## config.mk

```make
export PLATFORM = sky130hd
export DESIGN_NAME = ring_rr_arbiter
export DESIGN_NICKNAME = d
export VERILOG_FILES = /design/src/rtl/ring_arb_pkg.sv /design/src/rtl/ring_token_reg.sv /design/src/rtl/ring_rr_arbiter.sv
export SDC_FILE = /design/constraint.sdc
export NUM_CORES = 1
export LEC_CHECK = 0
export CELL_PAD_IN_SITES_DETAIL_PLACEMENT = 1
export CELL_PAD_IN_SITES_GLOBAL_PLACEMENT = 2
export CORE_ASPECT_RATIO = 2
export CORE_MARGIN = 4
export CORE_UTILIZATION = 26
export CTS_CLUSTER_DIAMETER = 150
export DETAILED_ROUTE_END_ITERATION = 6
export GPL_TIMING_DRIVEN = 1
export PLACE_DENSITY = 0.8
export SLEW_MARGIN = 20
export SYNTH_ARGS = -nofsm -noshare
export SYNTH_HDL_FRONTEND = slang
export SYNTH_HIERARCHICAL = 1
export SYNTH_SLANG_ARGS = --single-unit
export TNS_END_PERCENT = 20
```

## constraint.sdc

```tcl
create_clock -name clk -period 1.9 [get_ports clk]
set_input_delay 0.38 -clock clk [delete_from_list [all_inputs] [get_ports clk]]
set_output_delay 0.38 -clock clk [all_outputs]
set_load 0.01 [all_outputs]
```

## src/rtl/ring_arb_pkg.sv

```systemverilog
// Shared definitions for the token-ring round-robin arbiter.
// Latency: n/a (constants and pure functions only).
// Backpressure: n/a.
package ring_arb_pkg;

    // FSM state encodings
    localparam logic [0:0] ST_IDLE  = 1'b0;
    localparam logic [0:0] ST_GRANT = 1'b1;

    // Widest ring the rotate helper supports
    localparam int unsigned VEC_W = 32;

    // Ceiling log2. Returns 0 for v<=1.
    function automatic int unsigned clog2(input int unsigned v);
        int unsigned r;
        r = 0;
        for (int i = 0; i < 32; i++) begin
            if ((32'd1 << i) < v) begin
                r = i + 1;
            end
        end
        return r;
    endfunction

    // Rotate the low n bits of v left by one. Bit n-1 wraps into bit 0.
    function automatic logic [VEC_W-1:0] rotl1(input logic [VEC_W-1:0] v, input int unsigned n);
        logic [VEC_W-1:0] mask;
        if (n >= VEC_W) begin
            mask = '1;
        end else begin
            mask = (VEC_W'(1) << n) - VEC_W'(1);
        end
        return ((v << 1) | (v >> (n - 1))) & mask;
    endfunction

endpackage

```

## src/rtl/ring_token_reg.sv

```systemverilog
// One-hot token ring register: holds the current highest-priority position.
// Latency: new token visible one cycle after load.
// Backpressure: none; an invalid (zero or multi-hot) token self-repairs to bit0 on the next edge.
module ring_token_reg #(
    parameter int N = 4
) (
    input  logic         clk,
    input  logic         rst,
    input  logic         load,
    input  logic [N-1:0] next_token,
    output logic [N-1:0] token,
    output logic         token_ok
);

    localparam logic [N-1:0] TOKEN_INIT = {{(N-1){1'b0}}, 1'b1};

    // Exactly one bit set: non-zero and clearing the lowest set bit leaves nothing
    always_comb begin
        token_ok = (token != '0) && ((token & (token - N'(1))) == '0);
    end

    // Token storage with reset preset, corruption repair and advance
    always_ff @(posedge clk) begin
        if (rst) begin
            token <= TOKEN_INIT;
        end else if (!token_ok) begin
            token <= TOKEN_INIT;
        end else if (load) begin
            token <= next_token;
        end
    end

endmodule

```

## src/rtl/ring_rr_arbiter.sv

```systemverilog
// Round-robin arbiter: search starts at the token bit, grant held until done/req drop/MAX_HOLD.
// Latency: request seen in IDLE at cycle t gives a registered grant from t+1.
// Backpressure: en=0 blocks new grants only; release always forces one idle cycle before the next grant.
module ring_rr_arbiter
    import ring_arb_pkg::*;
#(
    parameter  int N        = 4,
    parameter  int MAX_HOLD = 8,
    localparam int IDX_W    = (clog2(N) < 1) ? 1 : int'(clog2(N))
) (
    input  logic             clk,
    input  logic             rst,
    input  logic             en,
    input  logic [N-1:0]     req,
    input  logic [N-1:0]     done,
    output logic [N-1:0]     gnt,
    output logic             gnt_valid,
    output logic [IDX_W-1:0] gnt_idx,
    output logic [N-1:0]     token,
    output logic             timeout
);

    localparam int HC_W = int'(clog2(MAX_HOLD + 1));

    logic [0:0]       state;
    logic [HC_W-1:0]  hold_cnt;
    logic             token_ok;
    logic [IDX_W-1:0] tok_idx;
    logic [N-1:0]     pick;
    logic [IDX_W-1:0] pick_idx;
    logic             pick_vld;
    logic             owner_req;
    logic             owner_done;
    logic             hold_exp;
    logic             release_now;
    logic [VEC_W-1:0] rot_full;
    logic [N-1:0]     token_next;

    ring_token_reg #(
        .N (N)
    ) u_token (
        .clk        (clk),
        .rst        (rst),
        .load       (release_now),
        .next_token (token_next),
        .token      (token),
        .token_ok   (token_ok)
    );

    // Binary position of the token, the starting point of the search
    always_comb begin
        tok_idx = '0;
        for (int i = 0; i < N; i++) begin
            if (token[i]) begin
                tok_idx = IDX_W'(i);
            end
        end
    end

    // First requester at or above the token position, wrapping past N-1 to 0
    always_comb begin
        int               p;
        logic [IDX_W-1:0] pi;
        pick     = '0;
        pick_idx = '0;
        pick_vld = 1'b0;
        p        = 0;
        pi       = '0;
        for (int k = 0; k < N; k++) begin
            p = int'(tok_idx) + k;
            if (p >= N) begin
                p = p - N;
            end
            pi = IDX_W'(p);
            if (!pick_vld && req[pi]) begin
                pick_vld = 1'b1;
                pick_idx = pi;
            end
        end
        pick[pick_idx] = pick_vld;
    end

    // Release conditions for the current owner; other requesters are ignored while granted
    always_comb begin
        owner_req   = req[gnt_idx];
        owner_done  = done[gnt_idx];
        hold_exp    = (hold_cnt == HC_W'(MAX_HOLD));
        release_now = (state == ST_GRANT) && (owner_done || !owner_req || hold_exp);
        rot_full    = rotl1(VEC_W'(gnt), $unsigned(N));
        token_next  = rot_full[N-1:0];
    end

    // Grant FSM, hold counter and registered outputs
    always_ff @(posedge clk) begin
        if (rst) begin
            state     <= ST_IDLE;
            gnt       <= '0;
            gnt_valid <= 1'b0;
            gnt_idx   <= '0;
            hold_cnt  <= '0;
            timeout   <= 1'b0;
        end else begin
            timeout <= 1'b0;
            if (state == ST_IDLE) begin
                if (en && pick_vld && token_ok) begin
                    state     <= ST_GRANT;
                    gnt       <= pick;
                    gnt_valid <= 1'b1;
                    gnt_idx   <= pick_idx;
                    hold_cnt  <= HC_W'(1);
                end
            end else begin
                if (release_now) begin
                    state     <= ST_IDLE;
                    gnt       <= '0;
                    gnt_valid <= 1'b0;
                    gnt_idx   <= '0;
                    hold_cnt  <= '0;
                    // Expiry is flagged only when the owner neither finished nor withdrew
                    timeout   <= hold_exp && !owner_done && owner_req;
                end else begin
                    hold_cnt <= hold_cnt + HC_W'(1);
                end
            end
        end
    end

endmodule
```

# Word-level counts from Yosys, hierarchy flattened
# Index checks and enable logic that the tools add are counted.
[totals]
regBits = 17
inputBits = 11
elab_cells = 102
[classes]
n_addsub = 9
magnitude_cmp = 11
n_eq_ne = 2
n_mux = 44
bitwise_logic = 6
n_reduce_logical = 23
[ops]
columns = ["op", "count"]
rows = [
  ["two-way mux 2 bit", 13],
  ["two-way mux 4 bit", 6],
  ["< comparator 2 x 3 -> 1 bit, second input constant", 6],
  ["two-way mux 1 bit", 18],
  ["binary-select mux 1 bit (select 2 bit)", 6],
  ["logical AND 1 bit", 10],
  ["greater-or-equal comparator 3 bit, second input constant", 3],
  ["bitwise AND 4 bit", 2],
  ["subtractor 2 x 1 -> 2 bit, second input constant", 4],
  ["adder 2 x 2 -> 3 bit, second input constant", 2],
  ["logical NOT 1 bit", 5],
  ["adder 4 x 1 -> 4 bit, second input constant", 1],
  ["== test 4 bit, second input constant", 1],
  ["logical NOT 4 bit", 1],
  ["bitwise OR 4 x 1 -> 4 bit", 1],
  ["nonzero test 4 bit", 1],
  ["subtractor 4 x 1 -> 4 bit, second input constant", 1],
  ["adder 2 x 1 -> 3 bit, second input constant", 1],
  ["greater-or-equal comparator 2 x 3 -> 1 bit, second input constant", 1],
  ["inverter 1 bit", 3],
  ["OR reduction 3 bit", 1],
  ["demux 1 bit (select 2 bit)", 1],
  ["greater-or-equal comparator 2 x 1 -> 1 bit, second input constant", 1],
  ["logical OR 1 bit", 2],
  ["other kinds (4)", 4],
]

# Depth between registers and ports, before layout
[logic_depth]
word_depth = 24
mapped_depth = 9

# Cells and area by module
# The synthesis kept the hierarchy.
[by_module_without_submodules]
columns = ["module", "instances", "cells_per_inst", "area_per_inst_um2"]
rows = [
  ["ring_rr_arbiter", 1, 91, 785.8],
  ["ring_token_reg", 1, 19, 190.2],
]

# Worst setup path before layout
# OpenSTA, ideal clock, no wires.
[synth_path]
path_type = "register -> register"
startpoint = "register u_token.token[2]"
endpoint = "register gnt[1]"
setup_ns = 0.061
t_arrival_ns = 2.000
setup_slack_ns = -0.160
stages_incl_launch_ff = 9
n_path_buf = 1
cell_sequence = "dfxtp_1 or4b_1 o311a_2 inv_1 o311a_1 nand2b_1 buf_2 nor3b_1 a32o_1"
[synth_between]
word_cells_on_any_way = 56
classes_between = "add/sub (8); order compare (6); mux (26); bitwise (2); reduce/logical (14)"
[synth_lines]
columns = ["item", "line_no", "source"]
rows = [
  ["start, declared", "ring_token_reg.sv:11", "output logic [N-1:0] token,"],
  ["start signal, assigned", "ring_token_reg.sv:29", "token <= next_token;"],
  ["subtractor 4 x 1 -> 4 bit", "ring_token_reg.sv:19", "token_ok = (token != '0) && ((token & (token - N'(1))) == '0);"],
  ["bitwise AND 4 bit", "ring_token_reg.sv:19", ""],
  ["logical NOT 4 bit", "ring_token_reg.sv:19", ""],
  ["logical AND 1 bit *", "ring_token_reg.sv:19", ""],
  ["net token_ok", "ring_rr_arbiter.sv:27", "logic token_ok;"],
  ["logical AND 1 bit *", "ring_rr_arbiter.sv:105", "if (en && pick_vld && token_ok) begin"],
  ["nonzero test 2 bit (no line) *", "n/a", ""],
  ["AND reduction 2 bit (no line) *", "n/a", ""],
  ["end signal, assigned", "ring_rr_arbiter.sv:107", "gnt <= pick;"],
  ["end, declared", "ring_rr_arbiter.sv:16", "output logic [N-1:0] gnt,"],
]
# Mark *: on every way through the listed nets, which the timed path passes. The rest lies on a longest branch. The select of a mux whose other input is x is not followed.
# A chain may end at the register's enable or synchronous reset.

# Final worst setup path
# Ends and elaborated chain as after synthesis.

==> results by group <==
CTS
  – Root Driver: clkbuf_8
  – Clock Tree Buf Depth: 2
  – CTS tree: done
  – H-tree levels: 1
  – CTS Buf Count: 3
  – Clk sinks: 17
  – Cts hold-fix bufs: 0
  – Clock slew at reported path FFs: 70 ps
  – Clk_lat worst skew: 260 ps

Power and ir drop
  – Lkg Pwr: around 0.60 nW
  – P per Cell Area: about 640 mW/mm²
  – VDD IR-drop max: 0.3286 mV

Detailed routing
  – Via/cell ratio: 5.198
  – Vias: 1050
  – Final wirelength: ~3500 µm
  – DRC violations left: 0
  – Wire per inst: about 18 µm
  – Drt pass-1 iters: 4
  – DR iter-0 viols: 8
  – Post-route ant nets: 0

Timing
  – Slew Limit Fails: 0
  – Worst slew margin: around 62%
  – Final setup viols: 0
  – Tcrit/Tclk final: 98.95%
  – Final setup margin: just under 20 ps
  – Unrepaired setup endpoints after global routing: true
  – Final setup TNS: 0 ps
  – F_max: 531.9 MHz
  – Minimum clock period: 1880 ps
  – Clock skew: 3.441 ps
  – Slew @ Worst Pin: approximately 570 ps
  – Final Hold Fails: 0

Synthesis
  – Register area share after synthesis: 34.87%
  – Synthesis Warnings: 6
  – Async SR Flop Fraction: 0%
  – EDFF count, synth: 0
  – Top FF cell, synth: dfxtp_1
  – Mapped Area: ~980 µm²
  – Register bit total from synthesis: 17
  – Synth cell types: between 40 and 50
  – Mean area per synthesized cell: 8.872 µm²
  – Syn_nets: between 100 and 150
  – Syn Inst Count: 110

Floorplanning
  – Rows: 31
  – Full die area: 0.004857 mm²
  – Die outline width: between 50 and 60 µm
  – Top Ports: 23
  – Core area: between 0.003 and 0.004 mm²
  – Initial Util: 27.06%
  – Die Ht: between 90 and 100 µm

Worst setup path
  – CP Data Arrival Time: around 2100 ps
  – Crit path to: gnt[1]$_SDFFE_PP0P_
  – Critical R2R Capture: gnt[1]$_SDFFE_PP0P_
  – Startpoint types: flop
  – Register-to-Register Path Depth: 7
  – Most used cell, CP: o311a_4
  – CP Max Fanout: 4
  – FF-to-FF Start: u_token/token[2]$_SDFFE_PP0P_
  – WP data required: 2100 ps
  – CP peak stage delay: between 500 and 600 ps
  – CP Capture Type: flop
  – Critical path's top delay family: simple AND/OR/NAND/NOR gates
  – Reg2Reg Setup Slack: 20 ps
  – Critical setup path kind: reg2reg
  – CP Launch Point: u_token/token[2]$_SDFFE_PP0P_
  – Levels on crit path: 7
  – CP max stage cell: or4b_4
  – CP Buf/Inv Count: 1
  – Critical-path cell list: or4b_4 -> o311a_4 -> inv_4 -> o311a_4 -> nand2b_4 -> nor3b_4 -> a32o_1

Layout
  – Final non-filler cell area: about 0.0015 mm²
  – Layout area overhead: 58.59%
  – Multi-input logic area: 704.4 µm²
  – Commonest non-fill, non-tap cells in the layout: 19 x buf_4, 15 x dfxtp_1, 14 x clkdlybuf4s50_1, 8 x nand2_1
  – FF/Latch Area: about 340 µm²
  – # nets final: 167
  – Fraction of layout cells with a size suffix above 1: 33.33%
  – Fillers: between 400 and 500
  – Most common cell after layout, fill and taps aside: buf_4
  – Diode count: 0

Global route
  – Largest net degree at the start of global routing: 12
  – Vias in the first global route: 1216
  – Initial antenna violation count: 0
  – GRT Resource Usage Total: between 15 and 20%
  – First-pass GRT wire length: ~5700 µm
  – GRT overflow: 0

Place
  – Post-DP HPWL: 2731 µm
  – DP Worst Slack: -288.6 ps
  – Placed cell area: approximately 0.0014 mm²
  – RePlAce Congestion: 0.7119
  – Port Buffers: 22

Flow run
  – Max-cap violations: 0

Run status
  – Status: complete, no violations

Hold path
  – Hold path startpoint: gnt_valid$_SDFFE_PP0P_
  – Hold WC Path Type: reg2reg
## cells in the mapped netlist, drive strengths merged, types with 3 or more instances
cell type | n | area, µm²
dfxtp | 17 | 340.3
nor3 | 6 | 30.03
nand2 | 8 | 30.03
o21ai | 4 | 20.02
nor2 | 9 | 41.29
nand2b | 6 | 37.54
buf | 3 | 13.76
inv | 5 | 18.77
a32o | 5 | 50.05
mux2i | 4 | 40.04
nor2b | 4 | 25.02
a21oi | 5 | 25.02
## where the power goes
part           switching [W]  leakage (nW)  internal [W]
Combinational       0.000143         0.436      0.000164
Clock               0.000133        0.0255      0.000146
Sequential         0.0000252         0.139      0.000377
## how the worst min path moves through the flow
stage,endpoint,slack (ps),cells after the start
after floorplan,u_token/token[2]$_SDFFE_PP0P_,450,1
after CTS,gnt_valid$_SDFFE_PP0P_,480,2
after global routing,gnt_valid$_SDFFE_PP0P_,520,2
final,gnt_valid$_SDFFE_PP0P_,480,2
after global placement,gnt_valid$_SDFFE_PP0P_,470,2
after detailed placement,gnt_valid$_SDFFE_PP0P_,470,2
## routing by layer
metal,up-vias,GRT usage (%),share of wire (%)
li1,500,-,-
met1,521,13.33,32
met2,21,33.62,62
met3,8,2.054,2.6
met4,0,7.659,2.7
met5,-,0,0
## flip-flops by register name, summed over array words and instances, names as in the netlist
| register | cells |
|---|---|
| gnt_idx | 2 |
| timeout | 1 |
| gnt | 4 |
| u_token/token | 4 |
| hold_cnt | 4 |
| state | 1 |
| gnt_valid | 1 |
## layout make-up
| class | instances | area share [%] |
|---|---|---|
| well taps | 49 | 3.961 |
| clock buffers | 3 | 2.668 |
| repair buffers | 42 | 24.01 |
| clock inverters | 1 | 0.3234 |
| flip-flops and latches | 17 | 22.15 |
| inverters | 5 | 1.374 |
| multi-input cells | 85 | 45.51 |
## metrics by stage
step | hold WS [ps] | util [%] | power [W] | instances
after floorplan | 451.8 | - | 0.0005335 | 110
after global placement | 473.4 | 38.88 | 0.0006636 | 197
after detailed placement | 473.9 | 38.88 | 0.0006747 | 197
after CTS | 483.9 | 42.00 | 0.0009790 | 202
after global routing | 518.0 | 42.91 | 0.001034 | 202
final | 479.0 | 42.91 | 0.0009885 | 202
## worst reg2reg max path, cell delays in order (launching register included)
cell and delay [ps]:
dfxtp_2 330, or4b_4 530, o311a_4 160, inv_4 60
o311a_4 210, nand2b_4 90, nor3b_4 270, a32o_1 170
## kinds of logic after synthesis
| group | count (synthesis) | synth area share (%) |
|---|---|---|
| DFF | 17 | 34.87 |
| and+or+nand+nor | 44 | 25.13 |
| adders and majority gates | 2 | 2.564 |
| AOI/OAI and AO/OA | 32 | 26.41 |
| xor gates and xnor gates | 1 | 0.8976 |
| muxes | 5 | 6.410 |
| buffers and inverters | 9 | 3.717 |
## repair_timing
| item | 4_1_cts | 5_1_grt |
|---|---|---|
| setup buffers | 0 | 0 |
| cloned | 1 | 0 |
| endpoints found under the setup margin | 7 | 12 |
| pin swaps | 5 | 7 |
| gates resized for setup | 15 | 10 |
Power figures use the tool's default switching activity.
